==> src/rtl/simplerisc_pkg.sv <==
// Shared types and constants for the simplerisc fetch front end.
package simplerisc_pkg;

  localparam int unsigned XLEN = 32;

  localparam logic [XLEN-1:0] RESET_PC      = 32'h0000_0000;
  localparam logic [XLEN-1:0] PC_STEP       = 32'd4;
  localparam logic [XLEN-1:0] PC_ALIGN_MASK = 32'hFFFF_FFFC;

  typedef enum logic [1:0] {
    IDLE = 2'd0,
    REQ  = 2'd1,
    HALT = 2'd2
  } fetch_state_t;

  // Clear the byte-offset bits of a branch target.
  function automatic logic [XLEN-1:0] align_pc(input logic [XLEN-1:0] addr);
    return addr & PC_ALIGN_MASK;
  endfunction

endpackage

==> src/rtl/fetch_sequencer.sv <==
// Fetch sequencer: computes the next PC and drives the instruction-fetch
// handshake. The program counter itself lives at the top level and is fed
// from pcnext; this block holds the fetch FSM, the deferred-redirect
// register, the pending-halt flag, the misalignment flag and the
// consumed-instruction counter.
module fetch_sequencer
  import simplerisc_pkg::*;
(
  input  logic            clk,
  input  logic            rst_n,
  input  logic [XLEN-1:0] pc,
  output logic [XLEN-1:0] pcnext,
  output logic            imem_req,
  output logic [XLEN-1:0] imem_addr,
  input  logic            imem_ready,
  input  logic            dec_ready,
  output logic            instr_valid,
  input  logic            branch_valid,
  input  logic [XLEN-1:0] branch_target,
  input  logic            halt_req,
  input  logic            resume,
  output logic            halted,
  output logic            misalign_err,
  output logic [XLEN-1:0] fetch_count
);

  fetch_state_t    state_q;
  fetch_state_t    state_d;

  logic            redir_pend_q;
  logic            redir_pend_d;
  logic [XLEN-1:0] redir_target_q;
  logic [XLEN-1:0] redir_target_d;
  logic            halt_pend_q;
  logic            halt_pend_d;

  logic            in_req;
  logic            hs;
  logic            stall;
  logic [XLEN-1:0] br_tgt;

  // The fetch address is always the current PC; it cannot move while a
  // request is outstanding because pcnext holds pc during a stall.
  assign imem_addr = pc;

  // Next-state, next-PC, redirect bookkeeping and the consume strobe.
  always_comb begin
    state_d        = state_q;
    pcnext         = pc;
    redir_pend_d   = redir_pend_q;
    redir_target_d = redir_target_q;
    halt_pend_d    = halt_pend_q;

    in_req = (state_q == REQ);
    hs     = in_req & imem_ready;
    stall  = in_req & ~imem_ready;
    br_tgt = align_pc(branch_target);

    instr_valid = hs & dec_ready & ~redir_pend_q & ~branch_valid;

    // Next PC, highest priority first. A branch during a stall cannot move
    // the address, so it is deferred into the redirect register instead.
    if (branch_valid && !stall) begin
      pcnext = br_tgt;
    end else if (hs && redir_pend_q) begin
      pcnext = redir_target_q;
    end else if (hs && dec_ready) begin
      pcnext = pc + PC_STEP;
    end

    // Newest branch during a stall wins; any completion retires the redirect.
    if (branch_valid && stall) begin
      redir_pend_d   = 1'b1;
      redir_target_d = br_tgt;
    end
    if (hs) begin
      redir_pend_d = 1'b0;
    end

    unique case (state_q)
      IDLE: begin
        state_d = REQ;
      end
      REQ: begin
        if (hs) begin
          halt_pend_d = 1'b0;
          if (halt_req || halt_pend_q) begin
            state_d = HALT;
          end
        end else if (halt_req) begin
          halt_pend_d = 1'b1;
        end
      end
      HALT: begin
        if (resume) begin
          state_d = REQ;
        end
      end
      default: begin
        state_d = IDLE;
      end
    endcase
  end

  // State, redirect and halt-pending registers.
  always_ff @(posedge clk or negedge rst_n) begin
    if (!rst_n) begin
      state_q        <= IDLE;
      redir_pend_q   <= 1'b0;
      redir_target_q <= RESET_PC;
      halt_pend_q    <= 1'b0;
    end else begin
      state_q        <= state_d;
      redir_pend_q   <= redir_pend_d;
      redir_target_q <= redir_target_d;
      halt_pend_q    <= halt_pend_d;
    end
  end

  // Registered status outputs decoded from the next state.
  always_ff @(posedge clk or negedge rst_n) begin
    if (!rst_n) begin
      imem_req <= 1'b0;
      halted   <= 1'b0;
    end else begin
      imem_req <= (state_d == REQ);
      halted   <= (state_d == HALT);
    end
  end

  // Sticky misaligned-branch flag.
  always_ff @(posedge clk or negedge rst_n) begin
    if (!rst_n) begin
      misalign_err <= 1'b0;
    end else if (branch_valid && (branch_target[1:0] != 2'b00)) begin
      misalign_err <= 1'b1;
    end
  end

  // Consumed-instruction counter, wraps naturally at 2^32.
  always_ff @(posedge clk or negedge rst_n) begin
    if (!rst_n) begin
      fetch_count <= '0;
    end else if (instr_valid) begin
      fetch_count <= fetch_count + XLEN'(1);
    end
  end

endmodule

==> config.mk <==
export PLATFORM = sky130hd
export DESIGN_NAME = fetch_sequencer
export DESIGN_NICKNAME = d
export VERILOG_FILES = /design/src/rtl/simplerisc_pkg.sv /design/src/rtl/fetch_sequencer.sv
export SDC_FILE = /design/constraint.sdc
export NUM_CORES = 1
export LEC_CHECK = 0
export ABC_AREA = 1
export BUFFER_PORTS_ARGS = -buffer_cell sky130_fd_sc_hd__buf_2
export CAP_MARGIN = 20
export CORE_MARGIN = 8
export CORE_UTILIZATION = 38
export CTS_BUF_LIST = sky130_fd_sc_hd__clkbuf_16
export DETAILED_ROUTE_END_ITERATION = 7
export PLACE_DENSITY = 0.77
export SYNTH_ARGS = -nofsm -noshare
export SYNTH_HDL_FRONTEND = slang
export SYNTH_SLANG_ARGS = --single-unit
==> constraint.sdc <==
create_clock -name clk -period 1.4 [get_ports clk]
set_input_delay 0.07 -clock clk [delete_from_list [all_inputs] [get_ports clk]]
set_output_delay 0.07 -clock clk [all_outputs]
set_load 0.005 [all_outputs]
==> results by group, run 1 <==
GRT
  – Pin count of the biggest net entering global routing: 44
  – Grt ovf: 0
  – First-pass GRT wire length: 29.4 mm
  – Initial antenna violation count: 1
  – Vias in the first global route: 5,916
  – GR Util All Layers: 20.0%

Clocking
  – Number of buffers created by CTS: 9
  – Reg clk slew, reported paths: 0.06 ns
  – H-tree levels: 3
  – TritonCTS clock tree: done
  – Clock Tree Root: clkbuf_16
  – Longest Clk Path Bufs: 2
  – Worst skew pair latency: 0.34 ns
  – Clock sinks: 69

STA
  – RSZ-0062 raised after global routing: yes
  – Worst-Margin Slew: 0.468 ns
  – Rel. slew slack: 68.8%
  – Slew Viols, Final: 0
  – Final setup viols: 96
  – Max Fclk: 502 MHz
  – Clk_skew: 0.00542 ns
  – Post-route setup slack: -0.592 ns
  – Final worst path period share: 142%
  – Final hold violations: 0
  – Min cycle time layout: 1.99 ns
  – Setup TNS: -42.24 ns

Worst hold path
  – Hold wc startpoint: resume
  – Min-Delay Path Depth: 4
  – Hold Crit Class: in2reg
  – Worst-case hold path end point: halted$_DFF_PN0_

Floorplan
  – Starting density of the core: 38.5%
  – Die Wd: 134 µm
  – Full die area: 18,000 µm²
  – IO Count: 171
  – Rows: 43
  – Die H: 134 µm
  – Core area: 13,800 µm²

Routing
  – Initial DRC Count: 596
  – Drt pass-1 iters: 8
  – Drc violations: 0
  – Per-cell routed wire length: 15.8 µm
  – Via count: 6,432
  – DR vias/cell: 5.00
  – Routed wire length: 20.3 mm
  – Routed Antenna Nets: 0

Synth
  – Sequential area share after synthesis: 32.5%
  – Post-synthesis cell count: 796
  – Top post-synthesis cells by area: dfrtp_1 33%, nand2_1 19%, inv_1 5.6%
  – Distinct cells, synth: 36
  – Share of the synthesized area in the top cell type: 32.5%
  – EDFF count, synth: 0
  – Top-count cell post-synth: nand2_1
  – Leading area contributor after synthesis: dfrtp_1
  – Commonest cells in the netlist: 274 x nand2_1, 79 x inv_1, 74 x nor2_1
  – Post-synth top flop: dfrtp_1
  – Net count after synthesis: 869
  – Synth warn: 0
  – Asr flop ratio synth: 100%
  – Post-synthesis area per instance: 6.67 µm²
  – FF+latch count, synth: 69
  – Cell Area, Synth: 5310 µm²

Critical path
  – Cells on worst reg2reg path: 12
  – CP peak stage delay: 0.38 ns
  – WP data required: 1.33 ns
  – Crit Path Max Fanout: 7
  – CP top delay family: buffers and inverters
  – CP max stage cell: dfrtp_1
  – R2R Setup Slk: -0.55 ns
  – CP bufs+invs: 5
  – Worst reg2reg path startpoint: state_q[0]$_DFF_PN0_
  – CP Capture Type: output pin
  – R2r endpoint: redir_target_q[24]$_DFFE_PN0P_
  – CP startpoint kind: flop
  – Critical Path, Cell by Cell: inv_2 -> nand3_4 -> buf_4 -> nor2_4 -> buf_4 -> clkbuf_16 -> a21oi_1 -> a21oi_1 -> buf_2
  – Critical path class: reg2out
  – CP arrival: 1.92 ns

Final layout
  – Area grow syn2layout: 56.6%
  – Layout Nets: 1,174
  – Share of layout cells above drive strength 1: 37.4%

Place
  – Worst slack at placement: -0.213 ns
  – Routability cong.: 0.947
  – Dpl hpwl: 14.2 mm
  – Port bufs: 170

Outcome
  – Failing checks: setup timing
  – Status: finished with violations

Power and ir drop
  – PwrDens: 1200 nW/µm²
  – Worst VDD drop: 0.811 mV
  – Lkg Pwr: 4.38 nW

Job
  – Max-Cap Viols: 0
==> registers in the layout, indices dropped and copies added (netlist names) <==
name	count
fetch_count	32
imem_req	1
halt_pend_q	1
state_q	2
misalign_err	1
redir_pend_q	1
halted	1
redir_target_q	30
==> through the flow <==
step                instances  hold slack, ns  instance area (µm²)  power, mW  utilization [%]
detailed placement       1202          0.0461                 6940       6.66             50.4
CTS                      1263          0.0556                 7790       9.27             56.6
finish                   1286          0.0694                 8310       9.93             60.3
global placement         1202          0.0475                 6940       6.57             50.4
floorplan                 796          -0.226                 5310       4.93                -
global route             1286          0.0949                 8310       10.6             60.3
==> report_power, final <==
part	internal (mW)	total, mW	switching [mW]
clock	1.37	2.28	0.910
sequential	2.64	2.98	0.345
combinational	2.20	4.67	2.48
total	6.20	9.93	3.73
==> worst register-to-register path, delay by kind of cell (launching register included) <==
| kind | cells | cell delay (ns) |
|---|---|---|
| AO/OA/AOI/OAI | 1 | 0.08 |
| buffers and inverters | 8 | 1.01 |
| flip-flops | 1 | 0.40 |
| AND/OR/NAND/NOR | 3 | 0.35 |
==> kinds of logic (layout without fill, tap and decap cells) <==
family | after synthesis | count (layout) | synth area share (%)
AOI/OAI and AO/OA | 85 | 85 | 8.21
xor gates and xnor gates | 33 | 33 | 5.45
adders and majority gates | 2 | 2 | 0.472
buffers and inverters | 139 | 448 | 12.7
DFF | 69 | 69 | 32.5
other | 0 | 1 | 0
and+or+nand+nor | 468 | 468 | 40.6
==> cell usage in the layout, fill, tap and decap left out, types with 2 or more instances in the layout <==
cell             n
nand2_1        263
buf_2          170
buf_4          108
inv_1           76
dfrtp_1         68
nor2_1          63
nand3_1         41
a21oi_1         39
dlygate4sd3_1   33
o21ai_0         32
xor2_1          20
buf_6           19
nor2_4          15
nand2_2         15
clkbuf_16       15
nor3_1          12
nand4_1         12
xnor2_1         11
buf_12           9
nor2_2           8
o21ai_1          7
nand3b_1         6
inv_2            5
nand3_4          5
nand3_2          5
nor3_2           5
nand2_4          4
nor3_4           4
nor2_8           3
inv_4            3
o21bai_1         3
clkinv_4         3
nor3b_1          2
a21oi_2          2
xnor2_2          2
ha_1             2
clkinv_2         2
buf_8            2
==> routing by layer <==
layer	track usage (%)	up-vias	wire (µm)
li1	-	3108	-
met1	25.3	2950	8450
met2	33.1	314	9630
met3	3.70	60	1600
met4	7.92	0	667
met5	0	-	0
==> worst max path at each step <==
stage,start,end,depth (start not counted)
2_1_floorplan,state_q[1]$_DFF_PN0_,fetch_count[13]$_DFFE_PN0P_,9
6_report,state_q[1]$_DFF_PN0_,pcnext[9],9
3_5_place_dp,state_q[1]$_DFF_PN0_,pcnext[10],11
3_3_place_gp,state_q[1]$_DFF_PN0_,pcnext[5],10
4_1_cts,state_q[1]$_DFF_PN0_,pcnext[14],9
5_1_grt,state_q[1]$_DFF_PN0_,pcnext[26],11
==> repair_timing <==
| action | CTS | global route |
|---|---|---|
| hold buffers | 33 | 0 |
| setup buffers | 12 | 13 |
| gates resized for setup | 31 | 60 |
| pin swaps | 5 | 21 |
| cloned | 2 | 9 |
| endpoints found under the setup margin | 91 | 96 |
| hold endpoints to repair | 45 | 0 |
==> layout make-up <==
| cell class | count | area [µm²] |
|---|---|---|
| multi-input cells | 588 | 3140 |
| well taps | 180 | 225 |
| repair buffers | 348 | 2590 |
| flip-flops and latches | 69 | 1730 |
| fillers | 1263 | 5470 |
| clock inverters | 6 | 65.1 |
| inverters | 85 | 332 |
| diodes | 1 | 2.50 |
| clock buffers | 9 | 225 |
(Power assumes the default switching activity.)
==> run 2: changes to the inputs <==
--- a/config.mk
+++ b/config.mk
@@ -12,7 +12,8 @@
 export CORE_UTILIZATION = 38
 export CTS_BUF_LIST = sky130_fd_sc_hd__clkbuf_16
 export DETAILED_ROUTE_END_ITERATION = 7
-export PLACE_DENSITY = 0.77
+export PLACE_DENSITY = 0.75
+export SKIP_CTS_REPAIR_TIMING = 1
 export SYNTH_ARGS = -nofsm -noshare
 export SYNTH_HDL_FRONTEND = slang
 export SYNTH_SLANG_ARGS = --single-unit
==> constraint.sdc (replaced) <==
create_clock -name clk -period 2.1 [get_ports clk]
set_input_delay 0.105 -clock clk [delete_from_list [all_inputs] [get_ports clk]]
set_output_delay 0.105 -clock clk [all_outputs]
set_load 0.005 [all_outputs]
==> run 2 against run 1 <==
The run ends with hold timing left. Core utilization decreased by 12 points. Sequential share of layout area increased by 5.4 points. Count of clock-buffer cells in the layout unchanged. Sequential power decreased by 32%. Hold slack got worse by 0.086 ns. Non-clock buffer count decreased by 163. Cell area decreased by 21%. Combinational power decreased by 54%. Routed wire length decreased by 21%. Via count decreased by 15%. Critical path depth increased by 2. Clock skew increased by 0.0026 ns.
==> results by group, run 2 (synthesis gave the netlist of run 1 again) <==
Outcome
  – Status: finished with violations
  – Failing checks: hold timing

STA
  – Rel. slew slack: 65.9% (-2.9 points)
  – Final setup viols: 0 (-100%)
  – Slew Viols, Final: 0 (unchanged)
  – Final worst path period share: 99.1%
  – Worst hold margin: -0.0167 ns (-0.0861 ns)
  – Worst-Margin Slew: 0.511 ns (+0.0434 ns)
  – Min cycle time layout: 2.08 ns
  – Setup TNS: 0 ns (+42.24 ns)
  – Max Fclk: 480 MHz
  – Clk_skew: 0.00806 ns (+0.00264 ns)
  – RSZ-0062 raised after global routing: yes
  – Final hold violations: 8 (+8)

Critical path
  – Worst path most repeated cell: nand2_1
  – WP data required: 2.00 ns (+0.67 ns)
  – CP bufs+invs: 2 (-3)
  – CP peak stage delay: 0.40 ns (+0.02 ns)
  – CP startpoint kind: flop
  – Critical Path, Cell by Cell: inv_2 -> nand3_4 -> nor2_8 -> nand3_4 -> nor2_4 -> nand2_1 -> nand2_1 -> nand3_1 -> nand2_1 -> nand2_1 -> buf_2
  – CP Capture Type: output pin
  – Crit Path Max Fanout: 8 (+1)
  – CP arrival: 1.98 ns (+0.06 ns)
  – Critical path class: reg2out
  – CP top delay family: simple AND/OR/NAND/NOR gates
  – CP max stage cell: dfrtp_1

Power and ir drop
  – Net Sw Frac: 36.6% (-0.96 points)
  – Lkg Pwr: 3.44 nW (-21%)
  – Worst VDD drop: 0.356 mV (-56%)
  – Int Power: 3.75 mW (-40%)
  – Switching pwr: 2.16 mW (-42%)
  – Seq pwr share: 34.5% (+4.5 points)
  – Clock power share: 29.4% (+6.5 points)
  – PwrDens: 896 nW/µm² (-25%)
  – Gate power share: 36.0% (-11 points)

Clocking
  – Clock sinks: 69 (unchanged)
  – Clock Tree Root: clkbuf_16
  – Number of buffers created by CTS: 9 (unchanged)
  – TritonCTS clock tree: done
  – Longest Clk Path Bufs: 2 (unchanged)
  – Worst skew pair latency: 0.33 ns (about the same)
  – Reg clk slew, reported paths: 0.06 ns (about the same)
  – H-tree levels: 3 (unchanged)

Place
  – Placed cell count: 1,101 (-8.4%)
  – Dpl hpwl: 12.7 mm (-10%)
  – Routability cong.: 0.911 (-3.8%)
  – Port bufs: 170 (unchanged)

Floorplan
  – Full die area: 18,000 µm² (unchanged)
  – IO Count: 171 (unchanged)
  – Die Wd: 134 µm (unchanged)
  – Core area: 13,800 µm² (unchanged)
  – Starting density of the core: 38.5% (unchanged)
  – Die H: 134 µm (unchanged)
  – Rows: 43 (unchanged)

Final layout
  – Largest reg by FF count: fetch_count
  – Antenna cells: 0 (-1)
  – Area grow syn2layout: 24.3%
  – Commonest non-fill, non-tap cell in the layout: nand2_1
  – Largest register FFs: 32 (unchanged)
  – Largest regs: fetch_count: 32 flops, redir_target_q: 30 flops, state_q: 2 flops
  – Layout Nets: 1,011 (-14%)
  – Core Util, Final: 47.9% (-12 points)
  – Share of layout cells above drive strength 1: 26.9% (-10 points)
  – Layout Cells excl Fill: 1,123 (-13%)
  – Most frequent cells in the layout: 270 x nand2_1, 170 x buf_2, 79 x inv_1, 70 x nor2_1, 69 x dfrtp_1

Routing
  – Drc violations: 0 (unchanged)
  – Drt pass-1 iters: 5 (-3)
  – Routed Antenna Nets: 0 (unchanged)
  – Routed wire length: 16.1 mm (-21%)
  – Per-cell routed wire length: 14.4 µm (-9.2%)
  – DR vias/cell: 4.88 (-2.5%)
  – Via count: 5,479 (-15%)
  – Initial DRC Count: 504 (-15%)

Worst hold path
  – Hold Crit Class: in2reg

Job
  – Max-Cap Viols: 0 (unchanged)

GRT
  – First-pass GRT wire length: 26.4 mm (-10%)
  – Vias in the first global route: 5,241 (-11%)
  – Pin count of the biggest net entering global routing: 52 (+18%)
  – Grt ovf: 0 (unchanged)
  – Initial antenna violation count: 0 (-1)
  – GR Util All Layers: 17.8% (-2.3 points)
-- run 2: cell count changes in the layout (fill, tap and decap cells not counted), sizes merged --
cell / delta
clkbuf: -6
clkinv: -1
buf: -125
diode: -1
inv: +1
dlygate4sd3: -32
bufinv: +2
clkinvlp: -1
-- run 2: final timing paths --
path | start | end | slack (ns) | cells after the start
setup / recovery | state_q[1]$_DFF_PN0_ | pcnext[22] | 0.02 | 11
hold / removal | branch_target[8] | redir_target_q[8]$_DFFE_PN0P_ | -0.02 | 3
setup reg to reg | state_q[1]$_DFF_PN0_ | fetch_count[13]$_DFFE_PN0P_ | 0.37 | 9
hold reg to reg | misalign_err$_DFFE_PN0P_ | misalign_err$_DFFE_PN0P_ | 0.47 | 1
max in group asynchronous | rst_n | redir_target_q[6]$_DFFE_PN0P_ | 1.17 | 3
min in group asynchronous | rst_n | fetch_count[8]$_DFFE_PN0P_ | 0.28 | 2
-- run 2: layout make-up --
| cell class | instances | area [µm²] |
|---|---|---|
| timing repair buffer | 185 | 1010 |
| sequential | 69 | 1730 |
| multi-input combinational | 588 | 2970 |
| tap | 180 | 225 |
| clock buffer | 9 | 225 |
| fill | 1440 | 7180 |
| inverter | 85 | 323 |
| clock inverter | 7 | 115 |
-- run 2: layer usage --
| layer | vias to the layer above | part of all wire (%) | track usage, % |
|---|---|---|---|
| met4 | 0 | 1.7 | 5.86 |
| met3 | 23 | 6.1 | 3.59 |
| met2 | 194 | 46 | 27.5 |
| met1 | 2493 | 46 | 24.2 |
| li1 | 2769 | - | - |
| met5 | - | 0 | 0 |
-- run 2: power groups by stage --
stage,combinational [mW],clock [mW],sequential [mW]
global placement,2.02,0,2.04
CTS,2.06,1.77,2.04
finish,2.13,1.74,2.04
global route,2.43,1.82,2.10
floorplan,1.29,0,2.00
detailed placement,2.05,0,2.06
-- run 2: tightest hold or removal path, stage by stage --
cell     delay, ns
buf_2         0.09
nand2_1       0.05
nand2_1       0.05
-- run 2: metrics by stage --
step           worst slack [ns]  cell area [µm²]  power, mW
6_report                 0.0184             6600       5.91
5_1_grt                  -0.131             6600       6.35
4_1_cts                -0.00375             6480       5.88
3_5_place_dp              0.335             6140       4.11
3_3_place_gp              0.378             6140       4.06
2_1_floorplan             0.636             5310       3.28
==> run 3: changes to the inputs <==
==> constraint.sdc (replaced) <==
create_clock -name clk -period 2.5 [get_ports clk]
set_input_delay 0.125 -clock clk [delete_from_list [all_inputs] [get_ports clk]]
set_output_delay 0.125 -clock clk [all_outputs]
set_load 0.005 [all_outputs]
==> run 3 against run 2 <==
The run now ends clean. Sequential power shrank 16%. Count of clock-buffer cells in the layout unchanged. Non-clock buffer count is 7 lower. Clock skew rose by 0.0017 ns. First-iteration DRC count decreased by 31%. Routed wire length up 0.51%. Sequential cell count stayed put. Core utilization fell by 1.6 points. Via count up 0.62%. Die area unchanged. Cell area decreased by 3.3%. Global-route usage increased by 0.17 points. Critical path type unchanged. Critical endpoint is now pcnext[16]. Largest cell class unchanged.
==> results by group, run 3 (synthesis gave the netlist of run 1 again) <==
Critical path
  – CP arrival: 2.03 ns (+0.05 ns)
  – R2R Setup Slk: 0.46 ns (+0.09 ns)
  – WP data required: 2.38 ns (+0.38 ns)
  – CP startpoint kind: flop
  – R2r endpoint: fetch_count[13]$_DFFE_PN0P_
  – Worst reg2reg path startpoint: state_q[1]$_DFF_PN0_
  – Cells on worst reg2reg path: 9 (unchanged)
  – CP Capture Type: output pin
  – Critical path class: reg2out
  – Crit Path Max Fanout: 28 (+20)

Place
  – Port bufs: 170 (unchanged)
  – Worst slack at placement: 0.463 ns (+0.129 ns)
  – Dpl hpwl: 12.7 mm (-0.28%)
  – Post-DP Area: 6120 µm² (-0.24%)
  – Routability cong.: 0.917 (+0.63%)

Routing
  – Initial DRC Count: 350 (-31%)
  – Via count: 5,513 (+0.62%)
  – Drt pass-1 iters: 5 (unchanged)
  – DR vias/cell: 4.95 (+1.5%)
  – Per-cell routed wire length: 14.6 µm (+1.4%)
  – Routed Antenna Nets: 0 (unchanged)
  – Routed wire length: 16.2 mm (+0.51%)
  – Drc violations: 0 (unchanged)

STA
  – Setup TNS: 0 ns (unchanged)
  – Min cycle time layout: 2.16 ns
  – Final worst path period share: 86.2%
  – Clk_skew: 0.00975 ns (+0.00169 ns)
  – Final hold violations: 0 (-8)
  – Slew Viols, Final: 0 (unchanged)
  – Post-route setup slack: 0.344 ns (+0.325 ns)
  – Worst-Margin Slew: 0.549 ns (+0.0384 ns)
  – RSZ-0062 raised after global routing: no
  – Final setup viols: 0 (unchanged)
  – Max Fclk: 464 MHz
  – Rel. slew slack: 63.3% (-2.6 points)

Floorplan
  – IO Count: 171 (unchanged)
  – Starting density of the core: 38.5% (unchanged)
  – Full die area: 18,000 µm² (unchanged)
  – Die H: 134 µm (unchanged)
  – Die Wd: 134 µm (unchanged)
  – Rows: 43 (unchanged)
  – Core area: 13,800 µm² (unchanged)

GRT
  – Pin count of the biggest net entering global routing: 31 (-40%)
  – Grt ovf: 0 (unchanged)
  – Vias in the first global route: 5,221 (-0.38%)
  – Initial antenna violation count: 0 (unchanged)
  – GR Util All Layers: 17.9% (+0.17 points)
  – First-pass GRT wire length: 26.2 mm (-0.47%)

Worst hold path
  – Min-Delay Path Depth: 3 (unchanged)
  – Worst-case hold path end point: redir_target_q[8]$_DFFE_PN0P_
  – Hold Crit Class: in2reg
  – Hold wc startpoint: branch_target[8]

Clocking
  – TritonCTS clock tree: done
  – Reg clk slew, reported paths: 0.06 ns (about the same)
  – Longest Clk Path Bufs: 2 (unchanged)
  – Worst skew pair latency: 0.34 ns (about the same)
  – Clock Tree Root: clkbuf_16
  – Number of buffers created by CTS: 9 (unchanged)
  – H-tree levels: 3 (unchanged)
  – Clock sinks: 69 (unchanged)

Final layout
  – Fill cell count: 1,496 (+3.9%)
  – Most frequent cells in the layout: 274 x nand2_1, 170 x buf_2, 79 x inv_1, 73 x nor2_1, 69 x dfrtp_1
  – Post-route cell area: 6380 µm² (-3.3%)
  – Largest regs: fetch_count: 32 flops, redir_target_q: 30 flops, state_q: 2 flops
  – Layout Nets: 1,004 (-0.69%)
  – Area of the multi-input gates: 2910 µm² (-2.1%)
  – Largest reg by FF count: fetch_count
  – Share of layout cells above drive strength 1: 25.0% (-2.0 points)
  – Antenna cells: 0 (unchanged)
  – Commonest non-fill, non-tap cell in the layout: nand2_1
  – Largest register FFs: 32 (unchanged)
  – Area grow syn2layout: 20.2%
  – FF+latch area: 1730 µm² (unchanged)

Power and ir drop
  – PwrDens: 712 nW/µm² (-20%)
  – Worst VDD drop: 0.442 mV (+24%)
  – Lkg Pwr: 3.36 nW (-2.4%)
  – Pwr Total: 4.54 mW (-23%)

Outcome
  – Status: completed

Job
  – Max-Cap Viols: 0 (unchanged)
## run 3: per-stage QoR
| step | util (%) | hold slack (ns) | std cells |
|---|---|---|---|
| 6_report | 46.3 | 0.00118 | 1113 |
| 4_1_cts | 46.2 | -0.226 | 1112 |
| 5_1_grt | 46.3 | 0.00986 | 1113 |
| 2_1_floorplan | - | -0.171 | 796 |
| 3_5_place_dp | 44.5 | 0.133 | 1099 |
| 3_3_place_gp | 44.5 | 0.133 | 1099 |
## run 3: layer usage
metal | vias up | share of wire, % | wire (µm) | GRT usage, %
met4 | 0 | 1.3 | 215 | 5.24
met1 | 2550 | 46 | 7420 | 23.7
li1 | 2749 | - | - | -
met2 | 199 | 46 | 7400 | 28.0
met5 | - | 0 | 0 | 0
met3 | 15 | 7.2 | 1170 | 4.79
## run 3: cell type report
class | count | share of cell area [%]
clock buffers | 9 | 3.53
well taps | 180 | 3.53
repair buffers | 178 | 14.9
inverters | 85 | 5.02
clock inverters | 4 | 0.294
multi-input cells | 588 | 45.6
flip-flops and latches | 69 | 27.1
## run 3: worst max-delay path by stage
| stage | from | slack [ns] | cells after the start | to |
|---|---|---|---|---|
| 6_report | state_q[0]$_DFF_PN0_ | 0.34 | 10 | pcnext[16] |
| 3_5_place_dp | state_q[1]$_DFF_PN0_ | 0.46 | 9 | fetch_count[13]$_DFFE_PN0P_ |
| 3_3_place_gp | state_q[1]$_DFF_PN0_ | 0.52 | 9 | fetch_count[13]$_DFFE_PN0P_ |
| 2_1_floorplan | fetch_count[0]$_DFFE_PN0P_ | 1.04 | 9 | fetch_count[20]$_DFFE_PN0P_ |
| 4_1_cts | state_q[0]$_DFF_PN0_ | 0.32 | 10 | pcnext[25] |
| 5_1_grt | state_q[0]$_DFF_PN0_ | 0.08 | 10 | pcnext[16] |
## run 3: critical path, cell delays in order, from the launching register on
cell and delay, ns:
dfrtp_1 0.42, inv_1 0.09, nor2_1 0.05, nand2_1 0.12
nand2_1 0.09, inv_2 0.40, buf_12 0.23, a21oi_1 0.05
nand2_1 0.08, nand2_1 0.05, buf_2 0.12
## run 3: power breakdown
group / internal (mW) / switching (mW) / total, mW / leakage [nW]
sequential: 1.48 / 0.237 / 1.71 / 0.855
clock: 0.645 / 0.475 / 1.12 / 0.124
combinational: 0.654 / 1.05 / 1.71 / 2.38
